===== src/rtl/multi_edge_counter_pkg.sv =====
// Shared types for the multi-channel edge event counter.
// Edge-mode encoding plus the helper that picks which edge counts.
package multi_edge_counter_pkg;

  typedef enum logic [1:0] {
    EDGE_OFF  = 2'b00,
    EDGE_RISE = 2'b01,
    EDGE_FALL = 2'b10,
    EDGE_BOTH = 2'b11
  } edge_mode_t;

  function automatic logic sel_edge(input edge_mode_t mode, input logic rise, input logic fall);
    logic inc;
    inc = 1'b0;
    case (mode)
      EDGE_RISE: inc = rise;
      EDGE_FALL: inc = fall;
      EDGE_BOTH: inc = rise | fall;
      default:   inc = 1'b0;
    endcase
    return inc;
  endfunction

endpackage


===== src/rtl/edge_sync_detect.sv =====
// Synchroniser chain followed by a history flop; flags rising and falling edges
// of the synchronised input. The history flop tracks regardless of edge mode.
module edge_sync_detect
  import multi_edge_counter_pkg::*;
#(
  parameter int SYNC_STAGES = 2
) (
  input  logic clk,
  input  logic reset,
  input  logic d,
  output logic rise,
  output logic fall
);

  logic [SYNC_STAGES-1:0] sync_q;
  logic                   hist_q;

  always_ff @(posedge clk or negedge reset) begin
    if (!reset) begin
      sync_q <= '0;
      hist_q <= 1'b0;
    end else begin
      sync_q <= {sync_q[SYNC_STAGES-2:0], d};
      hist_q <= sync_q[SYNC_STAGES-1];
    end
  end

  assign rise = sync_q[SYNC_STAGES-1] & ~hist_q;
  assign fall = ~sync_q[SYNC_STAGES-1] & hist_q;

endmodule


===== src/rtl/multi_edge_counter.sv =====
// N-channel synchronised edge event counter with sticky overflow, per-channel
// and global clear, and an atomic snapshot of all channel counts.
module multi_edge_counter
  import multi_edge_counter_pkg::*;
#(
  parameter int N_CH        = 4,
  parameter int CNT_W       = 8,
  parameter int SYNC_STAGES = 2,
  parameter int SATURATE    = 1
) (
  input  logic                    clk,
  input  logic                    reset,
  input  logic [N_CH-1:0]         signal_in,
  input  logic [2*N_CH-1:0]       edge_mode,
  input  logic                    nul,
  input  logic [N_CH-1:0]         clr,
  input  logic                    snap,
  output logic [N_CH*CNT_W-1:0]   counter_out,
  output logic [N_CH*CNT_W-1:0]   snap_out,
  output logic                    snap_valid,
  output logic [N_CH-1:0]         ovf
);

  localparam logic [CNT_W-1:0] CNT_MAX = '1;
  localparam logic [CNT_W-1:0] CNT_ONE = {{(CNT_W-1){1'b0}}, 1'b1};

  logic [N_CH-1:0]  rise;
  logic [N_CH-1:0]  fall;
  logic [N_CH-1:0]  inc;
  logic [CNT_W-1:0] cnt_q  [N_CH];
  logic [CNT_W-1:0] snap_q [N_CH];
  logic [N_CH-1:0]  ovf_q;
  logic             snap_valid_q;

  for (genvar g = 0; g < N_CH; g++) begin : g_ch
    edge_sync_detect #(.SYNC_STAGES(SYNC_STAGES)) u_detect (
      .clk   (clk),
      .reset (reset),
      .d     (signal_in[g]),
      .rise  (rise[g]),
      .fall  (fall[g])
    );

    assign inc[g] = sel_edge(edge_mode_t'(edge_mode[2*g +: 2]), rise[g], fall[g]);
    assign counter_out[g*CNT_W +: CNT_W] = cnt_q[g];
    assign snap_out[g*CNT_W +: CNT_W]    = snap_q[g];
  end

  // Snapshot samples the pre-update count, so snap with clr/nul is an atomic read-and-clear.
  always_ff @(posedge clk or negedge reset) begin
    if (!reset) begin
      for (int i = 0; i < N_CH; i++) begin
        cnt_q[i]  <= '0;
        snap_q[i] <= '0;
      end
      ovf_q        <= '0;
      snap_valid_q <= 1'b0;
    end else begin
      snap_valid_q <= snap;
      for (int i = 0; i < N_CH; i++) begin
        if (snap) snap_q[i] <= cnt_q[i];
        if (nul || clr[i]) begin
          cnt_q[i] <= '0;
          ovf_q[i] <= 1'b0;
        end else if (inc[i]) begin
          if (cnt_q[i] == CNT_MAX) begin
            ovf_q[i] <= 1'b1;
            cnt_q[i] <= (SATURATE != 0) ? CNT_MAX : '0;
          end else begin
            cnt_q[i] <= cnt_q[i] + CNT_ONE;
          end
        end
      end
    end
  end

  assign ovf        = ovf_q;
  assign snap_valid = snap_valid_q;

endmodule

===== config.mk =====
export PLATFORM = sky130hd
export DESIGN_NAME = multi_edge_counter
export DESIGN_NICKNAME = d
export VERILOG_FILES = /design/src/rtl/multi_edge_counter_pkg.sv /design/src/rtl/edge_sync_detect.sv /design/src/rtl/multi_edge_counter.sv
export SDC_FILE = /design/constraint.sdc
export NUM_CORES = 1
export LEC_CHECK = 0
export CAP_MARGIN = 20
export CORE_ASPECT_RATIO = 0.9
export CORE_MARGIN = 3
export CORE_UTILIZATION = 53
export CTS_CLUSTER_SIZE = 16
export DETAILED_ROUTE_END_ITERATION = 7
export PLACE_DENSITY = 0.94
export SETUP_SLACK_MARGIN = 0.5
export SLEW_MARGIN = 15
export SYNTH_ARGS = -nofsm -noshare
export SYNTH_HDL_FRONTEND = slang
export SYNTH_SLANG_ARGS = --single-unit

===== constraint.sdc =====
create_clock -name clk -period 3.6 [get_ports clk]
set_clock_uncertainty 0.05 [all_clocks]
set_input_delay 0.54 -clock clk [delete_from_list [all_inputs] [get_ports clk]]
set_output_delay 0.54 -clock clk [all_outputs]
set_load 0.05 [all_outputs]

==> impl_metrics.csv <==
group,metric,value,unit
route,dr.pass1.iters,4,
timing,rsz0062_at_grt,"no",
logic_synthesis,syn_nets,342,
logic_synthesis,async_reset_ff_share,100,%
final_layout,areaGrowthSynthToFinish,32.7,%
run_status,status,"completed",
timing,fin_crit,2330,ps
pwr,finalPower,1900,uW
grt,grt_max_degree,82,
logic_synthesis,synthFlopType,"dfrtp_1",
logic_synthesis,synth_seq_cells,81,
timing,whs,278,ps
logic_synthesis,yosys_warnings,0,
die,die_h,84.4,um
final_layout,seq_area,0.00203,mm2
critical_path,critPathArrivalTime,1740,ps
route,drc,0,
timing,timing_hold_violations_final,0,
final_layout,fin_nets,431,
critical_path,cp_num_buf_inv,1,
timing,drv_slew,0,
clock_tree,cts_hold_buf,0,
final_layout,multi_input_area,0.00149,mm2
die,rows,27,
clock_tree,ctsResizeCount,0,
timing,fmax,430,MHz
logic_synthesis,synth.cell_area,0.00362,mm2
logic_synthesis,ys_seq_area_share,55.9,%
place,port_buffers,88,
die,coreArea,0.00635,mm2
critical_path,crit_path_max_fanout,9,
clock_tree,cts.htree.levels,3,
critical_path,crit_family,"buffers and inverters",
final_layout,nFillCells,437,
place,dp_slack,1130,ps
route,avgRoutedWirePerCell,17.5,um
die,start_util,57.1,%
pwr,p_leak,0.00214,uW
timing,worst_pin_slew,976,ps
clock_tree,cts_tree,"yes",
timing,finalCritPeriodShare,64.6,%
grt,grt_pass1_vias,2991,
route,ant_nets,0,
pwr,ir_drop,258,uV
clock_tree,clkLatencyLatePin,350,ps
final_layout,drive_above_1_share,15.3,%
logic_synthesis,postSynthAreaPerCell,11.7,um2
grt,overflow,0,
timing,slew_headroom,34.9,%
place,dp_hpwl,5970,um
clock_tree,clkSinkCount,81,
clock_tree,clk_pin_slew,90,ps
critical_path,path_cells,"clkdlybuf4s50_1",
critical_path,worstSetupPathType,"reg2out",
timing,tns,0,ps
critical_path,slowest_stage,"clkdlybuf4s50_1",
logic_synthesis,synth_edf_count,0,
logic_synthesis,synth_cells,310,
critical_path,worst_setup_path_start_kind,"register",
critical_path,cpPeakStageDelay,870,ps
route,wl,8600,um
clock_tree,post_cts_buffers,0,
route,drt_iter0_drc,183,
timing,setup_violations,0,
grt,grt_pass1_wl,14500,um
critical_path,endpoint_kind,"output pin",
die,die_area,0.00787,mm2
min_path,hold_path_class,"in2async",
critical_path,cp_data_required_time,3010,ps
clock_tree,clk_path_buf_depth,2,
logic_synthesis,ys_types,39,
route,via_per_inst,5.82,
grt,antenna_found_initial,0,
grt,grt_usage,23.3,%
final_layout,antenna_cells,0,
route,vias,2860,
clock_tree,cts_root_buf,"clkbuf_8",
pwr,power_density,395,mW/mm2
die,io_pins,89,
timing,fin_ws,1270,ps
clock_tree,cts_buffers,9,
place,place_congestion,0.769,
die,die_w,93.2,um
run,max_cap_viol_count,0,
## per-layer routing
metal  track usage, %  vias up  routed length, um  part of all wire (%)
met5                0        -                  0                     0
met4             6.39        0                107                   1.2
met3             6.36       12                510                   5.9
met2             41.3      120               4470                    52
met1             27.7     1422               3510                    41
li1                 -     1306                  -                     -
## per-stage QoR
step / instance area [um2] / instances / utilization (%)
floorplan: 3620 / 310 / -
global placement: 4570 / 475 / 71.9
detailed placement: 4570 / 475 / 71.9
CTS: 4810 / 491 / 75.7
global route: 4810 / 491 / 75.7
finish: 4810 / 491 / 75.7
## flip-flops by register name (all words and copies together) (netlist names)
signal                count
g_ch.u_detect.sync_q      8
counter_out              32
ovf                       4
snap_out                 32
g_ch.u_detect.hist_q      4
snap_valid                1
## final timing paths
check                                      startpoint                         end  slack (ps)  depth (start not counted)
setup / recovery                      counter_out[29]             counter_out[29]        1270                          1
hold / removal                                  reset             counter_out[25]         280                          1
setup reg to reg              g_ch[3].u_detect.hist_q             counter_out[31]        1670                          7
hold reg to reg            g_ch[1].u_detect.sync_q[0]  g_ch[1].u_detect.sync_q[1]         300                          0
max in group asynchronous                       reset                 snap_out[2]        2580                          1
min in group clk           g_ch[1].u_detect.sync_q[0]  g_ch[1].u_detect.sync_q[1]         300                          0
## power by group
part | switching (uW) | internal (uW) | leakage [uW] | total [uW]
clock network | 336 | 460 | 0.000115 | 796
logic | 104 | 63.0 | 0.000925 | 167
registers | 12.8 | 925 | 0.00110 | 937
## area by class of cell
cell class                      instances  area share, %
Clock buffer                            9           2.58
Timing Repair Buffer                   90           18.6
Multi-Input combinational cell        205           31.0
Inverter                               12          0.937
Tap cell                               87           2.26
Clock inverter                          7           2.47
Sequential cell                        81           42.2
## synthesized netlist by cell type, types with 2 or more instances
library cell | instances | area share (%)
nor3b_1 | 6 | 1.2
a31oi_1 | 9 | 1.6
buf_2 | 6 | 0.83
mux2_2 | 32 | 9.9
nand2b_1 | 2 | 0.35
buf_1 | 2 | 0.21
a21oi_1 | 17 | 2.3
o21ai_0 | 8 | 1.1
a211oi_1 | 11 | 2.3
dfrtp_1 | 81 | 56
nor2_1 | 19 | 2.0
nor3_1 | 4 | 0.55
a31o_2 | 4 | 0.97
nor2b_1 | 8 | 1.4
nand3_1 | 7 | 0.97
or2_2 | 4 | 0.69
o21a_1 | 2 | 0.41
and3_1 | 7 | 1.2
clkbuf_1 | 3 | 0.31
nand4_1 | 8 | 1.4
inv_1 | 12 | 1.2
and2_1 | 4 | 0.69
and4_1 | 6 | 1.5
xor2_1 | 2 | 0.48
ha_1 | 12 | 4.1
a311oi_1 | 6 | 1.5
nand2_1 | 16 | 1.7
## placed cells by master, fill, tap and decap left out, types with 3 or more instances in the layout
cell,Yosys,final
a211oi_1,11,11
o21ai_0,8,8
a31oi_1,9,9
mux2_2,32,32
nand4_1,8,8
nand2_1,16,16
clkdlybuf4s50_1,0,87
a31o_2,4,4
or2_2,4,4
ha_1,12,12
a21oi_1,17,17
and4_1,6,6
nor2_1,19,19
inv_1,12,12
bufinv_16,0,3
nor2b_1,8,8
nor3_1,4,4
dfrtp_1,81,81
a311oi_1,6,6
nand3_1,7,7
and2_1,4,4
clkbuf_8,0,9
and3_1,7,7
nor3b_1,6,6
buf_4,0,3
## logic make-up (layout without fill, tap and decap cells)
group | Yosys count | in the layout | synth area share, %
AOI/OAI and AO/OA | 62 | 62 | 11.4
xor gates and xnor gates | 2 | 2 | 0.484
adders and majority gates | 12 | 12 | 4.14
buffers and inverters | 24 | 118 | 2.90
DFF | 81 | 81 | 55.9
muxes | 33 | 33 | 10.2
and+or+nand+nor | 96 | 96 | 14.9
No activity file was read; power rests on OpenSTA's default activity.
==> RTL edit (same settings) <==
`SYNC_STAGES` is set to 2 in 2 places; all go to 4.
--- a/src/rtl/edge_sync_detect.sv
+++ b/src/rtl/edge_sync_detect.sv
@@ -5,3 +5,3 @@
 #(
-  parameter int SYNC_STAGES = 2
+  parameter int SYNC_STAGES = 4
 ) (
--- a/src/rtl/multi_edge_counter.sv
+++ b/src/rtl/multi_edge_counter.sv
@@ -7,3 +7,3 @@
   parameter int CNT_W       = 8,
-  parameter int SYNC_STAGES = 2,
+  parameter int SYNC_STAGES = 4,
   parameter int SATURATE    = 1
Function: changed (a bounded check fails within 4 cycles, from zero or initial values and one cycle with reset low).
==> RTL edit against the unedited design <==
  * Hold slack worse by 0.040 ns
  * Via count grew 9.3%
  * Cell area is 7.3% higher
  * Register-to-register slack gained 0.02 ns
  * Sequential cell count rose by 8
  * Wire length rose by 0.40%
  * First-iteration DRC count down 25%
  * Setup slack improved by 0.018 ns
  * Synthesized area increased by 10%
  * Total power grew 2.7%
  * Die area up 9.3%
==> RTL edit: results (changes against the unedited design) <==
stage,metric,value,unit,change
outcome,status,finished clean,,
cells_and_area,layout cells sized above 1,14.94,%,-0.40 points
setup_path,Worst Setup SP,counter_out[11],,
place,HPWL after DPL,6249,um,+4.7%
place,Setup WS pre-CTS,1.398,ns,+0.2708 ns
yosys,adder-cell share of the synthesized area,3.766,%,-0.38 points
grt,number of global-route vias before repair,3078,,+2.9%
setup_path,r2r setup slk,1.69,ns,+0.02 ns
timing,worst hold slack,0.2375,ns,-0.04038 ns
yosys,post-synthesis mux area share,9.040,%,-1.2 points
setup_path,crit path to,counter_out[11],,
cells_and_area,fill count,496,,+14%
routing,total wire length,8629,um,+0.40%
place,gpl congestion,0.9615,,+25%
timing,relative slew slack,42.67,%,+7.7 points
routing,vias,3127,,+9.3%
routing,Starting DRT DRC Count,138,,-25%
setup_path,FF-to-FF path depth,6,,-1
timing,Period minus WS final,2.307,ns,-0.01801 ns
grt,largest net degree at the start of global routing,70,,-15%
cells_and_area,Layout Nets,463,,+7.4%
yosys,Mean Syn Cell Area,11.66,um2,-0.28%
grt,gr usage total,20.82,%,-2.4 points
yosys,syn nets,374,,+9.4%
yosys,sequential area share after synthesis,55.87,%,-0.070 points
cells_and_area,Post-Layout Cell Count,528,,+7.5%
yosys,XOR/XNOR share of the synthesized area,0,%,-0.48 points
setup_path,RR Startpoint,g_ch[2].u_detect.hist_q,,
grt,first-pass GRT wire length,14430,um,-0.57%
yosys,"Distinct cells, synth",48,,+23%
worst_hold_path,worst hold path type,primary input to asynchronous set/reset pin,,
setup_path,Arrival @ worst endpoint,1.72,ns,-0.02 ns
place,placed cell count,513,,+8.0%
power,worst vdd ir,0.0003595,V,+39%
yosys,main area contributors after synthesis,"dfrtp_1 56%, mux2_2 8.2%, ha_1 3.8%",,
## RTL edit: cell types whose count changed in the layout (fill, tap and decap cells not counted), sizes merged, moves of 4 or more
cell,change
nand3,+4
nor2b,-4
a31o,-4
a221oi,+5
a311oi,+6
nand2b,+4
nand2,-5
nor2,+4
or2,+5
dfrtp,+8
nor3b,-6
nor3,+8
inv,+9
and4,-7
## RTL edit: cells by family after synthesis
logic type | Yosys count
AND/OR/NAND/NOR | 99
buffers and inverters | 34
AO/OA/AOI/OAI | 76
adder cells (fa/ha/maj) | 12
multiplexers | 32
flip-flops | 89
## RTL edit: metal layers
layer	vias to the layer above	GRT usage, %	wire (um)
li1	1433	-	-
met1	1539	26.30	3648
met2	145	35.66	4269
met3	10	5.831	637
met4	0	6.289	74
met5	-	0	0
## RTL edit: final cells by class
type                    instances  area [um2]  share of cell area, %
well taps                      93       116.4                  2.256
clock buffers                  11       151.4                  2.935
inverters                      21       78.83                  1.528
flip-flops and latches         89        2227                  43.18
repair buffers                 91       900.9                  17.47
multi-input cells             219        1607                  31.15
clock inverters                 4       76.32                  1.480
## RTL edit: where the power goes
| part | switching (uW) | internal, uW | total, uW |
|---|---|---|---|
| Clock | 323 | 426 | 749 |
| Combinational | 107 | 63.7 | 170 |
| Sequential | 13.9 | 1020 | 1030 |
| Total | 443 | 1510 | 1950 |
## RTL edit: stage by stage
| step | cell area (um2) | utilization, % | total power [uW] |
|---|---|---|---|
| after floorplan | 3986 | - | 1147 |
| after global placement | 4930 | 68.62 | 1217 |
| after detailed placement | 4930 | 68.62 | 1224 |
| after CTS | 5157 | 71.79 | 1978 |
| after global routing | 5157 | 71.79 | 2038 |
| final | 5157 | 71.79 | 1952 |
